$ cat config.mk
export PLATFORM = sky130hd
export DESIGN_NAME = fifo_sync_param
export DESIGN_NICKNAME = d
export VERILOG_FILES = /design/src/rtl/fifo_sync_param.sv
export SDC_FILE = /design/constraint.sdc
export NUM_CORES = 1
export LEC_CHECK = 0
export CAP_MARGIN = 20
export CORE_UTILIZATION = 30
export CTS_CLUSTER_SIZE = 14
export DETAILED_ROUTE_END_ITERATION = 10
export DONT_BUFFER_PORTS = 1
export GPL_TIMING_DRIVEN = 0
export PLACE_DENSITY_LB_ADDON = 0.3
export SETUP_SLACK_MARGIN = 0.4
export SYNTH_ARGS = -nofsm -noshare
export SYNTH_HDL_FRONTEND = slang
export SYNTH_SLANG_ARGS = --single-unit
$ cat constraint.sdc
create_clock -name CLK -period 3.9 [get_ports CLK]
set_clock_uncertainty 0.2 [all_clocks]
set_input_delay 0 -clock CLK [delete_from_list [all_inputs] [get_ports CLK]]
set_output_delay 0 -clock CLK [all_outputs]
set_load 0.1 [all_outputs]
$ cat src/rtl/fifo_sync_param.sv
// ---------------------------------------------------------------------------
// fifo_sync_param
// Parametrised single-clock FIFO with occupancy count, programmable
// almost-full/almost-empty thresholds and overflow/underflow error pulses.
//
// Ports:
//   CLK          - system clock, all state updates on rising edge
//   Reset        - synchronous, active-high reset (priority over all inputs)
//   Write_En     - write request
//   Data_In      - write data (WIDTH bits)
//   Read_En      - read request
//   Data_Out     - registered read data, one cycle after the accepting edge
//   Valid        - Data_Out holds a newly read word this cycle
//   Empty        - Count == 0
//   Full         - Count == DEPTH
//   Almost_Empty - Count <= AE_LEVEL
//   Almost_Full  - Count >= AF_LEVEL
//   Count        - current occupancy, 0..DEPTH
//   Overflow     - one-cycle pulse after a rejected write
//   Underflow    - one-cycle pulse after a rejected read
// ---------------------------------------------------------------------------
module fifo_sync_param #(
  parameter int unsigned WIDTH    = 8,
  parameter int unsigned DEPTH    = 32,
  parameter int unsigned AF_LEVEL = DEPTH - 4,
  parameter int unsigned AE_LEVEL = 4
) (
  input  logic                   CLK,
  input  logic                   Reset,
  input  logic                   Write_En,
  input  logic [WIDTH-1:0]       Data_In,
  input  logic                   Read_En,
  output logic [WIDTH-1:0]       Data_Out,
  output logic                   Valid,
  output logic                   Empty,
  output logic                   Full,
  output logic                   Almost_Empty,
  output logic                   Almost_Full,
  output logic [$clog2(DEPTH):0] Count,
  output logic                   Overflow,
  output logic                   Underflow
);

  localparam int unsigned AW = $clog2(DEPTH);
  localparam int unsigned PW = AW + 1;

  localparam logic [PW-1:0] AF_CNT = PW'(AF_LEVEL);
  localparam logic [PW-1:0] AE_CNT = PW'(AE_LEVEL);

  // Storage and registered state
  logic [WIDTH-1:0] r_mem [DEPTH];
  logic [PW-1:0]    r_wr_ptr;
  logic [PW-1:0]    r_rd_ptr;
  logic [WIDTH-1:0] r_data_out;
  logic             r_valid;
  logic             r_overflow;
  logic             r_underflow;

  // Decoded status and handshakes
  logic [PW-1:0]    w_count;
  logic             w_empty;
  logic             w_full;
  logic             w_rd_ok;
  logic             w_wr_ok;

  // Status decode: pointers carry a wrap bit so equal low bits disambiguate
  // full (wrap bits differ) from empty (wrap bits equal).
  always_comb begin
    w_count = r_wr_ptr - r_rd_ptr;
    w_empty = (r_wr_ptr == r_rd_ptr);
    w_full  = (r_wr_ptr[AW-1:0] == r_rd_ptr[AW-1:0]) &&
              (r_wr_ptr[AW] != r_rd_ptr[AW]);
    w_rd_ok = Read_En & ~w_empty;
    // A full FIFO still accepts a write when a read frees a slot this cycle.
    w_wr_ok = Write_En & (~w_full | w_rd_ok);
  end

  // Storage array; deliberately not reset.
  always_ff @(posedge CLK) begin
    if (!Reset && w_wr_ok) begin
      r_mem[r_wr_ptr[AW-1:0]] <= Data_In;
    end
  end

  // Pointers, read data and error pulses
  always_ff @(posedge CLK) begin
    if (Reset) begin
      r_wr_ptr    <= '0;
      r_rd_ptr    <= '0;
      r_data_out  <= '0;
      r_valid     <= 1'b0;
      r_overflow  <= 1'b0;
      r_underflow <= 1'b0;
    end else begin
      if (w_wr_ok) begin
        r_wr_ptr <= r_wr_ptr + PW'(1);
      end
      // When full with a simultaneous write, the read sees the old word
      // before the write overwrites the same slot.
      if (w_rd_ok) begin
        r_data_out <= r_mem[r_rd_ptr[AW-1:0]];
        r_rd_ptr   <= r_rd_ptr + PW'(1);
      end
      r_valid     <= w_rd_ok;
      r_overflow  <= Write_En & ~w_wr_ok;
      r_underflow <= Read_En & w_empty;
    end
  end

  assign Data_Out     = r_data_out;
  assign Valid        = r_valid;
  assign Overflow     = r_overflow;
  assign Underflow    = r_underflow;
  assign Count        = w_count;
  assign Empty        = w_empty;
  assign Full         = w_full;
  assign Almost_Empty = (w_count <= AE_CNT);
  assign Almost_Full  = (w_count >= AF_CNT);

endmodule

Yosys cells after proc, flatten, opt, wreduce, memory -nomap -nowiden
Memories as Yosys holds them, arrays and structs flattened. A register that Yosys moved wholly into a read port is not among the register bits.
Index checks and enable logic that the tools add are counted.
- $add $sub $neg: 3
- magnitude comparators: 2
- eq/ne operators: 3
- mux-type cells: 2
- bitwise operators: 8
- reductions and logical operators: 3
- operators by type and width (kind ; count):
    adder 6 x 1 -> 6 bit (second input constant) ; 2
    equality test 6 bit ; 1
    >= comparator 6 x 5 -> 1 bit (second input constant) ; 1
    <= comparator 6 x 3 -> 1 bit (second input constant) ; 1
    subtractor 6 bit ; 1
    equality test 5 bit ; 1
    AND 1 bit ; 4
    inverter 1 bit ; 3
    logical AND 1 bit ; 2
    2-to-1 mux 1 bit ; 2
    logical NOT 1 bit ; 1
    != test 1 bit ; 1
    bitwise OR 1 bit ; 1
- flip-flop bits (word level): 15
- RAM bits: 256
- input bits: 12
- memories kept: 1
- memories (memory ; words ; width ; read ports ; clocked after memory_dff ; write ports ; RTL line ; text):
    r_mem ; 32 ; 8 ; 1 ; 1 ; 1 ; 51 ; logic [WIDTH-1:0] r_mem [DEPTH];

Depth between registers and ports, before layout
Gate-level depths: netlist of run 1.
- word-level depth: 8
- depth in mapped cells: 11
- depth with buffers taken out: 9

Worst setup path before layout of run 1
Ideal clock, no wire load.
- kind: register to output
- start: register r_rd_ptr[2]
- end: output port Almost_Empty
- arrival time: 5.821 ns
- data required time: 3.700 ns
- path slack: -2.121 ns
- cell stages (with the launch flop): 10
- cells stage by stage: dfxtp_1 > buf_2 > buf_2 > inv_1 > ha_1 > o21ai_1 > a21boi_0 > or4_1 > nand3_1 > nor4b_1
- cells in the longest elaborated chain, start to end: 2
- RTL lines (what ; RTL line ; text):
    from (decl) ; 53 ; logic [PW-1:0] r_rd_ptr;
    from (signal assigned) ; 102 ; r_rd_ptr <= r_rd_ptr + PW'(1);
    subtractor 6 bit ; 69 ; w_count = r_wr_ptr - r_rd_ptr;
    net Count[5] ; 39 ; output logic [$clog2(DEPTH):0] Count,
    <= comparator 6 x 3 -> 1 bit ; 117 ; assign Almost_Empty = (w_count <= AE_CNT);
    to (decl) ; 37 ; output logic Almost_Empty,
The timed path passes the listed nets, and every way through them passes these cells.

Worst setup path in the final report of run 1
- start: register r_rd_ptr[3]
- end: memory r_mem[5][4] (enable)
- cells in the longest elaborated chain, start to end: 8
- elaborated cells between the ends (all ways): 11
- classes of those cells: 2 x eq/ne; 2 x mux; 5 x bitwise; 2 x reduce/logical
- RTL lines (what ; RTL line ; text):
    equality test 6 bit / equality test 5 bit (equally long branches) ; 70, 71 ;
    inverter 1 bit / logical AND 1 bit (equally long branches) ; 73, 71 ;
    AND 1 bit / inverter 1 bit (equally long branches) ; 73, 75 ;
    bitwise OR 1 bit (*) ; 75 ; w_wr_ok = Write_En & (~w_full | w_rd_ok);
    AND 1 bit (*) ; 75 ;
    logical AND 1 bit (*) ; 80 ; if (!Reset && w_wr_ok) begin
    2-to-1 mux 1 bit (*) ; 80 ;
    2-to-1 mux 1 bit (implied by the code) (*) ; 81 ; r_mem[r_wr_ptr[AW-1:0]] <= Data_In;
    to (decl) ; 51 ;
Mark *: on every way between the ends. The rest lies on a longest branch, timed or not.

==> run summary, run 1 <==
status: finished clean
area leader, netlist: edfxtp_1
Final min period: 3.39 ns
compound-cell area share of the yosys netlist: 4.60%
PD cells: 548 mW/mm^2
Worst Hold Endpoint: Underflow$_SDFF_PP0_
Final Total Pwr: 7400 uW
most frequent CP cell: nor2_1
Adder-Cell Fraction of Synth Area: 1.30%
worst skew pair latency: 0.54 ns
worst-margin pin slew: 1.16 ns
Place WS: 0.0231 ns
Synth Area per Inst: 17.8 sq um
CP Capture Type: flop
Post-Synth XOR/XNOR Area: 1.10%
R2R Path Start: r_rd_ptr[3]$_SDFFE_PP0P_
Clock Sinks: 279
CP Data Required Time: 3.89 ns
largest net degree at the start of global routing: 33
register area: 0.00815 sq mm
nets@finish: 714
initial cell density of the core: 30.5%
First-pass DRT Iterations: 5
worst hold stages: 3
Synth async-reset ratio: 0%
r2r endpoint: r_mem[5][4]$_DFFE_PP_
first-pass GRT wire length: 38.4 mm
cell with the most instances after synthesis: edfxtp_1
DRC errors left: 0
hold crit path type: input pin to flop
maximum net fanout on the critical path: 10
core region area: 0.0367 sq mm
Setup TNS: 0 ns
num ports: 33
Synth cell types: 43
mux share of post-synthesis cell area: 13.3%
Synth Area in Simple Gates: 4.43%
TritonCTS clock tree: done
P&R area growth vs syn: 20.7%
syn nets: 651
chip height: 195 um
Vias: 5,824
Tcrit/Tclk final: 86.8%
GRT Util Overall: 13.6%
Total Routed Length: 25.8 mm
average wire per cell in the routed design: 21.8 um
diode count: 0
cell row count: 70
Post-synth top cells: edfxtp_1 (256), nor2_1 (55), mux2i_1 (49)
crit-path max cell delay: 0.50 ns
top_reg_cell synth: edfxtp_1
P_leak: 0.00417 uW
Die W: 195 um
crit path DAT: 3.38 ns
post-synthesis register bit count: 279
Mapped Area: 0.0112 sq mm
Multi-input gate area: 0.00309 sq mm
Placer Congestion: 0.756
start point of the critical path: r_rd_ptr[3]$_SDFFE_PP0P_
post-route ant nets: 0
H-tree depth: 1
Reg clk slew, reported paths: 0.06 ns
GRT Residual Overflow: 0
die area: 0.0381 sq mm
Max Cap Viol: 0
Starting DRT DRC Count: 432
layout cells sized above 1: 25.9%
crit path cell chain: buf_4 > inv_1 > buf_2 > ha_1 > and4_1 > nand3_2 > nor2_1 > nor2_1 > nand2_2 > nor2_2
Vias per Instance: 4.92
Area contributors post-synth: edfxtp_1 (69%), mux4_2 (7.4%), mux2i_1 (4.4%)
vias in the first global route: 6,040
Seq/Total Area, Yosys: 72.8%
clk buf depth: 3
worst r2r path cells: 10
hpwl dp: 16.4 mm
YS warnings: 0
number of flops mapped to enable cells by yosys: 256
CTS buffer count: 30
main combinational cell family by area after synthesis: multiplexers
Yosys top cell area share: 68.7%
Worst VDD drop: 357 uV
Mapped Cells: 628
Buffers on Ports: 0
Final Hold Fails: 0
fmax: 295 MHz
final worst slack: 0.513 ns
fill count: 3,358
reg2reg setup slack: 0.51 ns
Hold Crit Start: Read_En
CP max stage cell: nor2_2
crit start category: flop
max-slew violations: 0
Setup-failing EPs final: 0
RSZ-0062 raised after global routing: yes
critical path class: flop to flop
initial antenna violation count: 0
Rel. slew slack: 22.5%
CTS Root Cell: clkbuf_16
==> layout make-up <==
cell class	instances	share of cell area (%)
Multi-Input combinational cell	306	22.9
Tap cell	468	4.33
Sequential cell	279	60.3
Buffer	32	1.87
Clock buffer	40	6.06
Clock inverter	16	1.13
Timing Repair Buffer	31	3.08
Inverter	11	0.333
==> registers in the layout (all words and copies together), names as in the netlist <==
| name | cells |
|---|---|
| r_rd_ptr | 6 |
| Overflow | 1 |
| Valid | 1 |
| r_mem | 256 |
| Data_Out | 8 |
| Underflow | 1 |
| r_wr_ptr | 6 |
==> metrics by stage <==
| step | cells | util [%] | instance area, sq um | hold WS (ns) |
|---|---|---|---|---|
| 6_report | 1183 | 36.8 | 13500 | 0.0469 |
| 5_1_grt | 1183 | 36.8 | 13500 | 0.0618 |
| 4_1_cts | 1180 | 36.5 | 13400 | 0.00985 |
| 3_5_place_dp | 1102 | 32.4 | 11900 | -0.124 |
| 3_3_place_gp | 1096 | 32.2 | 11800 | -0.127 |
| 2_1_floorplan | 628 | - | 11200 | -0.128 |
==> cell usage in the layout (no fill, tap or decap), types with 3 or more instances in the layout <==
cell type and n:
clkbuf_16 32, o21ai_1 12, buf_2 11, mux2_2 8, a32o_1 8, ha_1 8, dfxtp_1 23, nand2_1 9
clkinv_2 8, xor2_1 5, buf_12 8, nor2_4 30, nor2_2 5, mux4_1 3, buf_4 9, o221ai_1 16
buf_6 7, o21ai_0 19, buf_8 4, a21oi_1 19, xnor2_1 7, dlygate4sd3_1 14, nand2_2 4, bufinv_16 3
clkbuf_1 13, inv_1 10, mux2i_1 49, nand4_1 5, nand3b_1 3, mux4_2 37, nor2_1 21, nand3_1 11
clkinv_1 4, nor3_1 3, edfxtp_1 256
==> where the power goes <==
part,switching (uW),internal [uW]
Sequential,169,3300
Combinational,742,421
Clock,1110,1670
Total,2020,5380
==> worst max-delay path: cells and delay by family, from the launching register on <==
kind / cells / cell delay (ns)
adders and majority gates: 1 / 0.33
buffers and inverters: 3 / 0.45
DFF: 1 / 0.34
and+or+nand+nor: 6 / 1.69
==> worst max-delay path by stage <==
stage                            end  cells after the start
3_5_place_dp   r_mem[2][1]$_DFFE_PP_                     10
4_1_cts                 Almost_Empty                     10
3_3_place_gp   r_mem[6][3]$_DFFE_PP_                     10
2_1_floorplan            Almost_Full                      9
5_1_grt        r_mem[5][3]$_DFFE_PP_                     10
6_report       r_mem[5][4]$_DFFE_PP_                     10
==> kinds of logic after synthesis <==
logic type	count (synthesis)
flip-flops	279
adder cells (fa/ha/maj)	11
AO/OA/AOI/OAI	80
multiplexers	97
XOR/XNOR	14
AND/OR/NAND/NOR	104
buffers and inverters	43
==> layer usage <==
layer	part of all wire, %	routed length (um)	GRT usage, %
met1	45	11700	18.5
met2	47	12100	21.8
met5	0	0	0
met4	3.4	870	5.37
met3	4.6	1170	2.19
==> what timing repair did <==
| item | 4_1_cts | 5_1_grt |
|---|---|---|
| resized for setup | 73 | 12 |
| hold endpoints to repair | 279 | 0 |
| pin swaps | 2 | 3 |
| cloned | 0 | 0 |
| setup buffers | 2 | 1 |
| setup endpoints to repair | 267 | 151 |
| hold buffers | 20 | 0 |
Note: power is estimated with default switching activity, not from simulation.
==> run 2: changes to the inputs <==
==> constraint.sdc (replaced) <==
create_clock -name CLK -period 3.9 [get_ports CLK]
set_clock_uncertainty 0.2 [all_clocks]
set_input_delay 0.39 -clock CLK [delete_from_list [all_inputs] [get_ports CLK]]
set_output_delay 0.39 -clock CLK [all_outputs]
set_load 0.1 [all_outputs]
==> run 2 against run 1 <==
Against the previous run: routed wire length is 0.26% lower; critical path type unchanged; largest cell class unchanged; critical endpoint is now r_mem[22][0]$_DFFE_PP_; fmax is 4.0% lower; register-to-register slack worse by 0.14 ns; largest power group unchanged; first-iteration DRC count is 28% higher; core utilization is 0.54 points lower; power is 4.8% lower.
==> run summary, run 2 (same netlist as run 1, synthesis figures left out) <==
CP Data Required Time: 3.86 ns
Total Routed Length: 25.7 mm
worst-margin pin slew: 1.12 ns
status: finished clean
average wire per cell in the routed design: 21.7 um
chip height: 195 um
P_leak: 0.00411 uW
crit path DAT: 3.49 ns
Die W: 195 um
First-pass DRT Iterations: 5
max FFs per register: 256
Worst VDD drop: 405 uV
r2r endpoint: r_mem[22][0]$_DFFE_PP_
Setup TNS: 0 ns
Starting DRT DRC Count: 554
DRC errors left: 0
Tcrit/Tclk final: 90.5%
cell count after placement: 1,099
most frequent cells in the layout: edfxtp_1 (256), mux2i_1 (49), mux4_2 (37), clkbuf_16 (30), nor2_1 (29)
commonest non-fill, non-tap cell in the layout: edfxtp_1
P&R area growth vs syn: 18.9%
Final Hold Fails: 0
first-pass GRT wire length: 38.0 mm
reg2reg setup slack: 0.37 ns
Layout Utilization: 36.3%
Final min period: 3.53 ns
vias in the first global route: 5,649
clk buf depth: 3
maximum net fanout on the critical path: 10
largest net degree at the start of global routing: 33
layout cells sized above 1: 24.8%
RSZ-0062 raised after global routing: yes
R2R Path Start: r_rd_ptr[3]$_SDFFE_PP0P_
PD cells: 529 mW/mm^2
GRT Residual Overflow: 0
initial antenna violation count: 1
fill count: 3,376
critical path class: flop to flop
Max Cap Viol: 0
worst r2r path cells: 10
die area: 0.0381 sq mm
Buffers on Ports: 0
crit start category: flop
CTS buffer count: 29
CP Capture Type: flop
num ports: 33
TritonCTS clock tree: done
cell row count: 70
worst hold stages: 2
Vias: 5,719
Worst Hold Endpoint: r_wr_ptr[3]$_SDFFE_PP0P_
worst skew pair latency: 0.53 ns
non-filler cells, final: 1,182
CTS Root Cell: clkbuf_16
GRT Util Overall: 13.6%
Hold Crit Start: Reset
hold crit path type: input pin to flop
Vias per Instance: 4.84
Clock Sinks: 279
Setup-failing EPs final: 0
fmax: 283 MHz
Reg clk slew, reported paths: 0.06 ns
post-route ant nets: 0
initial cell density of the core: 30.5%
Placer Congestion: 0.769
core region area: 0.0367 sq mm
max-slew violations: 0
H-tree depth: 1
hpwl dp: 16.2 mm
nets@finish: 716
Rel. slew slack: 25.1%
run 2: timing repair:
action / 4_1_cts / 5_1_grt
buffers inserted: 7 / 5
setup endpoints to repair: 259 / 153
pin swaps: 6 / 6
hold buffers: 18 / 0
endpoints found under the hold margin: 269 / 0
gates resized for setup: 45 / 13
run 2: metrics by stage:
stage               area [sq um]  power (uW)  setup slack, ns  hold slack (ns)
floorplan                  11300        4370            0.338            0.262
global placement           11900        4540           -0.110            0.263
detailed placement         12000        4590           -0.120            0.268
CTS                        13200        7110            0.301           0.0456
global route               13300        7280            0.223           0.0660
finish                     13300        7050            0.371           0.0505
run 2: final cells by class:
cell class	count	area [sq um]	area share [%]
Sequential cell	279	8150	61.2
Clock inverter	9	36.3	0.272
Timing Repair Buffer	34	412	3.09
Clock buffer	42	774	5.82
Tap cell	468	586	4.40
Buffer	32	273	2.05
Multi-Input combinational cell	306	3030	22.8
Antenna cell	1	2.50	0.0188
Inverter	11	48.8	0.366
run 2: per-layer routing:
layer	GRT usage [%]	part of all wire (%)	vias to the layer above
li1	-	-	2630
met4	4.02	2.4	0
met2	21.5	47	118
met5	0	0	-
met3	2.18	4.4	35
met1	19.4	47	2936
run 2: how the worst max path moves through the flow:
stage,slack [ns],to,startpoint
final,0.37,r_mem[22][0]$_DFFE_PP_,r_rd_ptr[3]$_SDFFE_PP0P_
after detailed placement,-0.12,r_mem[4][3]$_DFFE_PP_,r_rd_ptr[4]$_SDFFE_PP0P_
after global placement,-0.11,r_mem[2][1]$_DFFE_PP_,r_rd_ptr[4]$_SDFFE_PP0P_
after global routing,0.22,r_mem[21][0]$_DFFE_PP_,r_rd_ptr[3]$_SDFFE_PP0P_
after floorplan,0.34,Almost_Full,r_wr_ptr[0]$_SDFFE_PP0P_
after CTS,0.30,Almost_Full,r_rd_ptr[2]$_SDFFE_PP0P_
run 2: report_power, final:
group	leakage, uW	internal, uW	switching, uW	total [uW]
clock network	0.000392	1360	1050	2420
registers	0.00249	3300	169	3470
logic	0.00122	426	741	1170
total	0.00411	5090	1960	7050
run 2: worst max-delay path, cell delays in order, from the launching register on:
cell	delay, ns
dfxtp_1	0.33
buf_6	0.12
inv_1	0.09
clkbuf_4	0.22
ha_4	0.23
and4_1	0.22
nand3_2	0.11
nor2_1	0.05
nor2_1	0.29
nand2_1	0.64
nor2_2	0.65
